===== src/rtl/vortex_launch_ctrl.sv =====
// Kernel-launch sequencer: replays a small DCR table into Vortex, waits for
// the core to go busy and then idle, and reports one completion record.
module vortex_launch_ctrl #(
  parameter int DCR_ADDR_WIDTH = 8,
  parameter int DCR_DATA_WIDTH = 32,
  parameter int NUM_CFG        = 4,
  parameter int START_WAIT     = 64,
  parameter int CNT_WIDTH      = 32,
  localparam int IDXW          = $clog2(NUM_CFG)
) (
  input  logic                      clk,
  input  logic                      rst,
  input  logic                      cfg_wr_valid,
  input  logic [IDXW-1:0]           cfg_wr_idx,
  input  logic [DCR_ADDR_WIDTH-1:0] cfg_wr_addr,
  input  logic [DCR_DATA_WIDTH-1:0] cfg_wr_data,
  output logic                      cfg_wr_rdy,
  input  logic                      cfg_clr,
  input  logic                      start_valid,
  output logic                      start_rdy,
  input  logic [CNT_WIDTH-1:0]      timeout_limit,
  output logic                      dcr_wr_valid,
  output logic [DCR_ADDR_WIDTH-1:0] dcr_wr_addr,
  output logic [DCR_DATA_WIDTH-1:0] dcr_wr_data,
  input  logic                      vx_busy,
  output logic                      done_valid,
  output logic [1:0]                done_status,
  output logic [CNT_WIDTH-1:0]      done_cycles,
  input  logic                      done_rdy,
  output logic                      ctrl_busy
);

  typedef enum logic [2:0] {S_IDLE, S_WRITE, S_SETTLE, S_RUN, S_DONE} state_t;

  localparam logic [1:0] ST_OK      = 2'd0;
  localparam logic [1:0] ST_TIMEOUT = 2'd1;
  localparam logic [1:0] ST_NOSTART = 2'd2;
  localparam logic [1:0] ST_EMPTY   = 2'd3;

  localparam logic [IDXW-1:0]      IDX_LAST  = IDXW'(NUM_CFG - 1);
  localparam logic [CNT_WIDTH-1:0] WAIT_LAST = CNT_WIDTH'(START_WAIT - 1);

  state_t state, state_n;

  logic [NUM_CFG-1:0]                     tbl_vld, tbl_vld_n;
  logic [NUM_CFG-1:0][DCR_ADDR_WIDTH-1:0] tbl_addr, tbl_addr_n;
  logic [NUM_CFG-1:0][DCR_DATA_WIDTH-1:0] tbl_data, tbl_data_n;

  logic [IDXW-1:0]      idx, idx_n;
  logic [CNT_WIDTH-1:0] cycle_cnt;
  logic [1:0]           status_n;

  assign cfg_wr_rdy  = (state == S_IDLE);
  assign start_rdy   = (state == S_IDLE) && !vx_busy;
  assign ctrl_busy   = (state != S_IDLE);
  assign done_valid  = (state == S_DONE);
  // The counter freezes in DONE, so it doubles as the reported cycle count.
  assign done_cycles = cycle_cnt;

  // Table view after this cycle's update: clear first, then the write.
  always_comb begin
    tbl_vld_n  = tbl_vld;
    tbl_addr_n = tbl_addr;
    tbl_data_n = tbl_data;
    if (state == S_IDLE) begin
      if (cfg_clr) tbl_vld_n = '0;
      if (cfg_wr_valid) begin
        tbl_vld_n[cfg_wr_idx]  = 1'b1;
        tbl_addr_n[cfg_wr_idx] = cfg_wr_addr;
        tbl_data_n[cfg_wr_idx] = cfg_wr_data;
      end
    end
  end

  // Next-state, write pointer and completion status.
  always_comb begin
    state_n  = state;
    idx_n    = idx;
    status_n = done_status;
    case (state)
      S_IDLE: begin
        if (start_valid && start_rdy) begin
          idx_n = '0;
          if (|tbl_vld_n) begin
            state_n = S_WRITE;
          end else begin
            state_n  = S_DONE;
            status_n = ST_EMPTY;
          end
        end
      end
      S_WRITE: begin
        idx_n = idx + IDXW'(1);
        if (idx == IDX_LAST) state_n = S_SETTLE;
      end
      S_SETTLE: begin
        if (vx_busy) begin
          state_n = S_RUN;
        end else if (cycle_cnt == WAIT_LAST) begin
          state_n  = S_DONE;
          status_n = ST_NOSTART;
        end
      end
      S_RUN: begin
        // Busy falling takes priority over a coincident timeout.
        if (!vx_busy) begin
          state_n  = S_DONE;
          status_n = ST_OK;
        end else if (timeout_limit != '0 &&
                     cycle_cnt == timeout_limit - CNT_WIDTH'(1)) begin
          state_n  = S_DONE;
          status_n = ST_TIMEOUT;
        end
      end
      S_DONE: begin
        if (done_rdy) state_n = S_IDLE;
      end
      default: state_n = S_IDLE;
    endcase
  end

  // State, pointer, status and table registers.
  always_ff @(posedge clk) begin
    if (rst) begin
      state       <= S_IDLE;
      idx         <= '0;
      done_status <= '0;
      tbl_vld     <= '0;
      tbl_addr    <= '0;
      tbl_data    <= '0;
    end else begin
      state       <= state_n;
      idx         <= idx_n;
      done_status <= status_n;
      tbl_vld     <= tbl_vld_n;
      tbl_addr    <= tbl_addr_n;
      tbl_data    <= tbl_data_n;
    end
  end

  // DCR strobe is registered off the next state so entry k appears at T+1+k.
  always_ff @(posedge clk) begin
    if (rst) begin
      dcr_wr_valid <= 1'b0;
      dcr_wr_addr  <= '0;
      dcr_wr_data  <= '0;
    end else if (state_n == S_WRITE && tbl_vld_n[idx_n]) begin
      dcr_wr_valid <= 1'b1;
      dcr_wr_addr  <= tbl_addr_n[idx_n];
      dcr_wr_data  <= tbl_data_n[idx_n];
    end else begin
      dcr_wr_valid <= 1'b0;
      dcr_wr_addr  <= '0;
      dcr_wr_data  <= '0;
    end
  end

  // Saturating SETTLE+RUN cycle counter; held in DONE, zero elsewhere.
  always_ff @(posedge clk) begin
    if (rst) begin
      cycle_cnt <= '0;
    end else if (state == S_SETTLE || state == S_RUN) begin
      if (cycle_cnt != '1) cycle_cnt <= cycle_cnt + CNT_WIDTH'(1);
    end else if (state != S_DONE) begin
      cycle_cnt <= '0;
    end
  end

endmodule


===== config.mk =====
export PLATFORM = sky130hd
export DESIGN_NAME = vortex_launch_ctrl
export DESIGN_NICKNAME = d
export VERILOG_FILES = /design/src/rtl/vortex_launch_ctrl.sv
export SDC_FILE = /design/constraint.sdc
export NUM_CORES = 1
export LEC_CHECK = 0
export BUFFER_PORTS_ARGS = -buffer_cell sky130_fd_sc_hd__buf_2
export CORE_ASPECT_RATIO = 0.5
export CORE_MARGIN = 10
export CORE_UTILIZATION = 31
export DETAILED_ROUTE_END_ITERATION = 12
export PLACE_DENSITY = 0.55
export SLEW_MARGIN = 25
export SYNTH_ARGS = -nofsm -noshare
export SYNTH_HDL_FRONTEND = slang
export SYNTH_SLANG_ARGS = --single-unit

===== constraint.sdc =====
create_clock -name clk -period 4.45 [get_ports clk]
set_input_delay 0.2225 -clock clk [delete_from_list [all_inputs] [get_ports clk]]
set_output_delay 0.2225 -clock clk [all_outputs]
set_load 0.05 [all_outputs]

Word level (Yosys, flattened, before mapping):

Index checks and enable logic that the tools add are counted.

* add/subtract/negate cells: 3
* multiply operators: 0
* divide/modulo/power cells: 0
* $lt $le $gt $ge: 3
* eq/ne operators: 16
* shifts and indexed selects: 0
* mux-type cells: 44
* bitwise operators: 2
* reduce and logical (&&, ||, !) cells: 16

Operator list (number)
* 128-bit 2-to-1 mux: 2
* 32-bit 2-to-1 mux: 7
* 128-bit bitwise mux: 1
* 32-bit binary-select mux with 2-bit select: 1
* 32-bit demux with 2-bit select: 1
* 32-bit by 1-bit adder with 32-bit output, second input constant: 1
* 32-bit bitwise mux: 1
* 32-bit equality test: 1
* 32-bit by 6-bit equality test with 1-bit output, second input constant: 1
* 32-bit != test, second input constant: 1
* 32-bit nonzero test: 1
* 32-bit by 1-bit subtractor with 32-bit output, second input constant: 1
* 3-bit 2-to-1 mux: 8
* 8-bit binary-select mux with 2-bit select: 1
* 8-bit demux with 2-bit select: 1
* 4-bit 2-to-1 mux: 4
* 8-bit 2-to-1 mux: 2
* 3-bit one-hot mux with 5 select lines: 1
* 2-bit 2-to-1 mux: 7
* 3-bit by 1-bit equality test with 1-bit output, second input constant: 2
* 3-bit by 2-bit equality test with 1-bit output, second input constant: 2
* 2-bit by 3-bit < comparator with 1-bit output, second input constant: 2
* 2-bit != test, second input constant: 3
* 3-bit != test, second input constant: 2
* other kinds (22): 30

* flip-flop bits (word level): 244
* bits in latches: 0
* memory bits (writable): 0
* memory bits (read-only): 0
* input bits: 81
* output and inout bits: 79
* logic and storage cells: 100
* memories: 0

Depth between registers and ports, before layout:

Gate-level depths: netlist of run 1.

* depth in word-level cells: 15
* depth in mapped cells: 11
* gate-level depth less buffers: 10

Worst setup path before layout of run 1:

No wires, ideal clock.

* path kind: reg2reg
* start point: register state[2]
* end point: register cycle_cnt[16] (netlist: done_cycles[16])
* setup time: 0.066 ns
* arrival time: 3.000 ns
* data required time: 4.384 ns
* setup slack: 1.384 ns
* stages on the path, launching flop included: 8
* buffers on the path: 3
* period minus slack after synthesis: 3.066 ns
* path through: dfxtp_1 -> clkbuf_1 -> nor3b_1 -> nor2_1 -> or2_2 -> clkbuf_1 -> clkbuf_1 -> nor2_1

* word-level cells in the longest chain between the ends: 4
* elaborated cells between the ends (all ways): 8
* classes of those cells: eq/ne (4); mux (1); reduce/logical (3)

RTL lines
* start, declared: line 43 `state_t state, state_n;`
* start signal, assigned: line 132 `state <= state_n;`
* 3-bit by 2-bit equality test with 1-bit output: line 162 `end else if (state == S_SETTLE || state == S_RUN) begin`
* 1-bit logical OR: line 162
* 2-bit by 1-bit != test with 1-bit output (no source line) / 2-bit nonzero test (equally long branches)
* 2-bit AND reduction (no source line)
* end signal, assigned: line 163 `if (cycle_cnt != '1) cycle_cnt <= cycle_cnt + CNT_WIDTH'(1);`
* end, declared: line 50 `logic [CNT_WIDTH-1:0] cycle_cnt;`

Parallel ways exist; a longest one is shown, timed or not.
A chain may end at the register's enable or synchronous reset.

Worst setup path in the final report of run 1:

* start point: register state[1]
* end point: register dcr_wr_data[9]

* word-level cells in the longest chain between the ends: 10
* elaborated cells between the ends (all ways): 29
* classes of those cells: eq/ne (5); mux (17); bitwise (1); reduce/logical (6)

RTL lines
* 3-bit logical NOT: line 54, 65, 80
* 4-bit 2-to-1 mux / 1-bit logical AND (equally long branches): line 65, 54
* 4-bit OR reduction / 1-bit logical AND (equally long branches): line 84, 82
* 3-bit 2-to-1 mux / 2-bit 2-to-1 mux (equally long branches): line 84, 82
* 3-bit 2-to-1 mux / 2-bit one-hot mux with 2 select lines (equally long branches): line 82, 80
* 3-bit one-hot mux with 5 select lines / 1-bit binary-select mux with 2-bit select (equally long branches): line 80, 147
* 3-bit by 1-bit equality test with 1-bit output / 1-bit 2-to-1 mux (equally long branches): line 147 `end else if (state_n == S_WRITE && tbl_vld_n[idx_n]) begin`
* 1-bit logical AND: line 147
* 1-bit NOT (no source line)
* 2-bit OR reduction (no source line)
* end signal, assigned: line 150 `dcr_wr_data <= tbl_data_n[idx_n];`
* end, declared: line 24 `output logic [DCR_DATA_WIDTH-1:0] dcr_wr_data,`

Parallel ways exist; a longest one is shown, timed or not. The select of a mux whose other input is x is not followed.

==> metrics, run 1 <==
result of the run completed; placeable core region approximately 42000 µm²; highest net fanout along the worst path 86; maximum clock skew at final layout about 24 ps; max-cap violations 0; beginning of the worst register-to-register path state[1]$_SDFF_PP0_; achievable frequency around 280 MHz; number of pins with negative max-slew slack in the final report 0; xor and xnor area share after synthesis between 4 and 5%; DIE HEIGHT between 150 and 200 µm; source-to-sink clock delay at the later pin of the worst-skew pair 560 ps; share of synthesized area occupied by flip-flops and latches 36.6%; grt total ovfl 0; clock root cell clkbuf_16; minimum setup slack after placement roughly 960 ps; yosys warns 0; Bufs on Longest Clock Path 3; signed area change from the synthesized netlist to the final layout 16.8%; EDFF count, synth 0; number of distinct library cell variants in the gate-level netlist after synthesis 69; number of post-CTS setup repair buffers 0; final design instance area without fill between 15000 and 20000 µm²; dpl hpwl 27800 µm; leak pwr just over 5 nW; number of nets in the synthesized netlist about 1900; Final WS setup roughly 920 ps; setup TNS 0 ps; overall die width 313 µm; Power per Cell Area around 320 nW/µm²; crit path from state[1]$_SDFF_PP0_; die area around 52000 µm²; compound-cell area share of the yosys netlist between 20 and 30%; I/O Buffers 159; most crowded layer after global routing met2; HP Class primary input to register; depth of the most critical reg-to-reg path 11; hold_sp done_rdy; sort of element at the end of the critical path register; area share of the largest cell type after synthesis between 30% and 40%; setup repair after global routing missed its margin no; Worst Path Arrival about 3900 ps; remaining antenna violation count 0; via count of the first global-routing pass 12863; Detailed Route Iter0 Violations approximately 1200; largest area contributor in the synthesized netlist dfxtp_1; met3 usage 2.52%; critical path launch point type register; count of nets after finishing approximately 1900; critical path required time a little under 5000 ps; Worst-path clk slew 60 ps; post-layout min period about 3500 ps; vias per std cell about 5.5; sum of internal, switching and leakage power between 4 and 5 mW; worst hold path depth 4; async set-reset flop share out of synthesis 0%; number of cells produced by synthesis 1803; wire length after detailed routing between 40000 and 50000 µm; number of diodes added for antenna fixing 0; portion of netlist area occupied by mux cells about 3.5%; met1 routing resource usage after global routing between 20% and 30%; proportion of layout cells with a drive suffix above 1 between 10% and 20%; Netlist Area Pre-Place ~13000 µm²; Pre-Repair DR Iteration Count 5; leading cell types in the layout, fill and taps excluded nand2_1, dfxtp_1, a21oi_1, buf_2, o221ai_1; Sink Count 244; maximum VDD drop 0.253 mV; reg-to-reg slack, setup around 920 ps; actual transition at the worst max-transition pin around 1000 ps; synthesized flop and latch total around 240; fraction of the mapped netlist area in adder cells less than 1%; largest net degree at the start of global routing roughly 120; overall track demand over capacity in global routing approximately 17%; dominant combinational cell family by area after synthesis compound AO/OA/AOI/OAI gates; synth top area cells dfxtp_1, nand2_1, o221ai_1; Cell Rows 53; TritonCTS clock tree done; most used flip-flop cell after synthesis dfxtp_1; final routed wire length divided by cell count approximately 19 µm; number of H-tree levels 1; number of placed I/O pins 160; most common cell after layout, fill and taps aside nand2_1; worst slack on hold paths about 120 ps; area of placed instances 14400 µm²; routability congestion estimate from global placement 0.825; average cell area after synthesis ~7.4 µm²; met2 usage in global routing between 20% and 30%; Residual DRC 0; count of final hold-check violations 0; total of endpoints with negative setup slack in the final report 0; kind of critical path register to register; vias after detailed routing around 14000; fin crit share 79.3%; starting density of the core 31.6%; area fraction in and, or, nand and nor cells after synthesis a little under a quarter; antenna violations before repair 0; number of CTS-inserted buffers 25; global-route wire length before repair around 75000 µm; Max-slew headroom 32.9%
-- synthesized netlist by cell type, types with 38 or more instances --
library cell and number:
nand2_1 437, dfxtp_1 244, clkbuf_1 187, a21oi_1 172, o221ai_1 120, nor2_1 111, nand3_1 66, mux2i_1 47
o21ai_0 47, a31oi_1 44, a221oi_1 42, o22ai_1 41, xnor2_1 38
-- cells by family (layout without fill, tap and decap cells) --
logic type	after synthesis	after routing
compound gates	502	502
xor+xnor	69	69
fa+ha+maj	3	3
buf+inv	212	279
flops	244	244
mux	47	47
simple gates	726	726
-- worst max-delay path, stage by stage, from the launching register on --
cell and delay [ps]:
dfxtp_1 540, or3_1 220, inv_2 90, and2_1 230
o21ai_4 810, buf_12 460, nand2_1 130, buf_4 270
o221ai_1 210, o21ai_0 110, a31oi_1 230, nor2_1 60
-- metrics by stage --
step	std cells	utilization [%]
finish	2447	36.9
global route	2447	36.9
CTS	2446	36.8
detailed placement	2370	34.2
global placement	2370	34.2
floorplan	1803	-
-- report_power, final --
group / internal [mW] / switching, mW / total, mW
sequential: 2.24 / 0.0437 / 2.29
combinational: 0.235 / 0.467 / 0.702
clock: 1.05 / 0.902 / 1.96
-- per-layer routing --
| layer | vias to the layer above | part of all wire (%) |
|---|---|---|
| met3 | 51 | 5.2 |
| met4 | 0 | 1.4 |
| li1 | 6581 | - |
| met2 | 361 | 47 |
| met5 | - | 0 |
| met1 | 6534 | 46 |
-- what timing repair did --
item	CTS	global route
gates resized for setup	0	0
hold endpoints to repair	161	0
hold buffers	41	0
-- flip-flops by register name (all words and copies together) (netlist names), 2 cells and up --
| name | count |
|---|---|
| dcr_wr_addr | 8 |
| dcr_wr_data | 32 |
| done_cycles | 32 |
| done_status | 2 |
| idx | 2 |
| state | 3 |
| tbl_addr | 32 |
| tbl_data | 128 |
| tbl_vld | 4 |
-- final timing paths --
check / endpoint
setup / recovery: dcr_wr_data[9]$_SDFF_PP0_
hold reg to reg: tbl_addr[7]$_SDFF_PP0_
setup reg to reg: dcr_wr_data[9]$_SDFF_PP0_
hold / removal: state[2]$_SDFF_PP0_
-- cell type report --
class,instances,area (µm²)
fillers,4474,26700
clock inverters,4,38.8
multi-input cells,1347,7720
repair buffers,229,1490
inverters,15,56.3
well taps,577,722
flip-flops and latches,244,4880
clock buffers,31,668
Power figures use the tool's default switching activity.
==> run 2: changes to the inputs <==
==> constraint.sdc (replaced) <==
create_clock -name clk -period 3.5 [get_ports clk]
set_input_delay 0.175 -clock clk [delete_from_list [all_inputs] [get_ports clk]]
set_output_delay 0.175 -clock clk [all_outputs]
set_load 0.05 [all_outputs]
==> run 2 against run 1 <==
First-iteration DRC count up 10%. Sequential cell count unchanged. Power increased by 35%. Worst setup slack got worse by 590 ps. Largest cell class unchanged. Sequential share of layout area shrank 0.73 points. Critical path depth shrank 2. Cell area increased by 2.4%. Cell count increased by 1.7%. Via count increased by 0.72%. Sequential power up 27%. Global-route usage is 0.090 points higher.
==> metrics, run 2 (synthesis results as in run 1) <==
result of the run completed; overall die width 313 µm (unchanged); number of pins with negative max-slew slack in the final report 0 (unchanged); Pre-Repair DR Iteration Count 5 (unchanged); achievable frequency 315 MHz (+11%); sum of internal, switching and leakage power 6.69 mW (+35%); HP Class primary input to register; overall track demand over capacity in global routing 17.2% (+0.090 points); TritonCTS clock tree done; crit path from done_cycles[31]$_SDFFE_PP0P_; via count of the first global-routing pass 12863 (unchanged); Bufs on Longest Clock Path 3 (unchanged); Internal Pwr Total 4.79 mW (+36%); beginning of the worst register-to-register path done_cycles[31]$_SDFFE_PP0P_; Cell Rows 53 (unchanged); post-layout util 37.8% (+0.88 points); fraction of power consumed by combinational cells 13.6% (-0.6 points); total of endpoints with negative setup slack in the final report 0 (unchanged); largest incremental delay on the critical path 670 ps (-140 ps); final design instance area without fill 16000 µm² (+2.4%); vias per std cell 5.47 (-0.98%); routability congestion estimate from global placement 0.839 (+1.6%); setup TNS 0 ps (unchanged); proportion of layout cells with a drive suffix above 1 15.1% (+1.8 points); leading cell types in the layout, fill and taps excluded nand2_1, dfxtp_1, a21oi_1, buf_2, o221ai_1; hold_sp done_rdy; placeable core region 42200 µm² (unchanged); most crowded layer after global routing met2; DIE HEIGHT 167 µm (unchanged); remaining antenna violation count 0 (unchanged); final routed wire length divided by cell count 19.0 µm (-1.4%); number of post-CTS setup repair buffers 0 (unchanged); depth of the most critical reg-to-reg path 9 (-2); post-layout min period 3170 ps (-356 ps); number of CTS-inserted buffers 26 (+4.0%); kind of critical path register to register; endpoint of the worst register-to-register path dcr_wr_data[30]$_SDFF_PP0_; area of placed instances 14700 µm² (+1.6%); grt total ovfl 0 (unchanged); reg-to-reg slack, setup 330 ps (-590 ps); count of fill cells added during filler insertion 4439 (-0.78%); count of final hold-check violations 0 (unchanged); number of placed I/O pins 160 (unchanged); Detailed Route Iter0 Violations 1277 (+10%); worst hold path depth 4 (unchanged); largest net degree at the start of global routing 87 (-26%); sort of element at the end of the critical path register; global-route wire length before repair 75300 µm (+0.80%); sequential share of power 43.4% (-2.8 points); max-cap violations 0 (unchanged); setup repair after global routing missed its margin no; Max-slew headroom 47.6% (+15 points); max FFs per register 128 (unchanged); highest net fanout along the worst path 20 (-77%); Reg with most FFs tbl_data; sequential cell area 4880 µm² (unchanged); highest-delay cell along the critical path or4_2; wire length after detailed routing 47200 µm (+0.27%); multi-input combinational cell area 7710 µm² (-0.11%); met3 usage 2.45% (-0.074 points); number of gates resized after cts 0 (unchanged); number of diodes added for antenna fixing 0 (unchanged); die area 52200 µm² (unchanged); met1 routing resource usage after global routing 23.9% (+0.54 points); clock root cell clkbuf_16; fin crit share 90.7% (+11 points); antenna violations before repair 0 (unchanged); # hold bufs at CTS 41 (unchanged); starting density of the core 31.6% (unchanged); signed area change from the synthesized netlist to the final layout 19.6%; I/O Buffers 159 (unchanged); maximum VDD drop 0.361 mV (+43%); Largest delay share family, worst path simple AND/OR/NAND/NOR gates; Sink Count 244 (unchanged); number of H-tree levels 1 (unchanged); Worst Path Arrival 3680 ps (-260 ps); Buffers & Inverters on Critical Path 1 (-2); critical path launch point type register; critical path required time 4000 ps (-860 ps); Hold Path End state[2]$_SDFF_PP0_; Power per Cell Area 419 nW/µm² (+32%); Worst-path clk slew 60 ps (about the same); actual transition at the worst max-transition pin 786 ps (-220 ps); count of nets after finishing 1976 (+1.5%); Switching Power 1.90 mW (+35%); Residual DRC 0 (unchanged); most common cell after layout, fill and taps aside nand2_1; Crit path top cell by count nor2_1; vias after detailed routing 13625 (+0.72%); cells along the critical path nor4_1, nand4_1, nor4_1, nor2_1, a21oi_1, nor2_1, or4_2, buf_4, nor2_1; met2 usage in global routing 28.1% (-0.29 points); maximum clock skew at final layout 29.2 ps (+5.14 ps); source-to-sink clock delay at the later pin of the worst-skew pair 580 ps (+20 ps); dpl hpwl 29000 µm (+4.4%); leak pwr 5.43 nW (+4.4%); Sw Share 28.4% (-0.18 points); Clock power frac 43.0% (+3.4 points)
## run 2: cell types whose count changed in the layout (fill, tap and decap cells not counted), sizes merged
cell    delta
clkbuf     +5
clkinv     +6
buf       +29
bufinv     +2
## run 2: how the worst max path moves through the flow
stage | to | slack, ps | cells after the start
floorplan | done_cycles[16]$_SDFFE_PP0P_ | 430 | 7
global placement | done_status[1]$_SDFFE_PP0P_ | 250 | 11
detailed placement | done_status[1]$_SDFFE_PP0P_ | 180 | 11
CTS | dcr_wr_data[30]$_SDFF_PP0_ | 310 | 9
global route | dcr_wr_data[30]$_SDFF_PP0_ | 160 | 10
finish | dcr_wr_data[30]$_SDFF_PP0_ | 330 | 9
## run 2: worst reg2reg max path, cell delays in order, from the launching register on
cell and delay, ps:
dfxtp_1 400, nor4_1 450, nand4_1 230, nor4_1 550, nor2_1 120, a21oi_1 170
nor2_1 90, or4_2 670, buf_4 250, nor2_1 200
## run 2: layout make-up
cell class	count	share of cell area, %
Clock buffer	36	4.63
Inverter	15	0.353
Tap cell	577	4.52
Sequential cell	244	30.6
Multi-Input combinational cell	1347	48.4
Timing Repair Buffer	258	10.7
Clock inverter	12	0.870
## run 2: metal layers
metal  share of wire [%]  up-vias  routed length, µm
li1                    -     6659                  -
met1                  46     6527              22000
met2                  46      387              21800
met3                 5.8       52               2730
met4                 1.5        0                727
met5                   0        -                  0
## run 2: power groups by stage
stage	Clock (mW)	Combinational, mW	Sequential, mW
3_3_place_gp	0	0.861	2.96
6_report	2.88	0.911	2.90
2_1_floorplan	0	0.567	2.97
3_5_place_dp	0	0.869	2.96
5_1_grt	3.05	0.998	2.91
4_1_cts	2.95	0.910	2.90
## run 2: stage by stage
step / hold slack, ps / cells / setup WS (ps)
CTS: 54.0 / 2489 / 313
detailed placement: 461 / 2400 / 181
finish: 81.0 / 2489 / 325
global placement: 458 / 2400 / 252
floorplan: 273 / 1803 / 434
global route: 111 / 2489 / 158
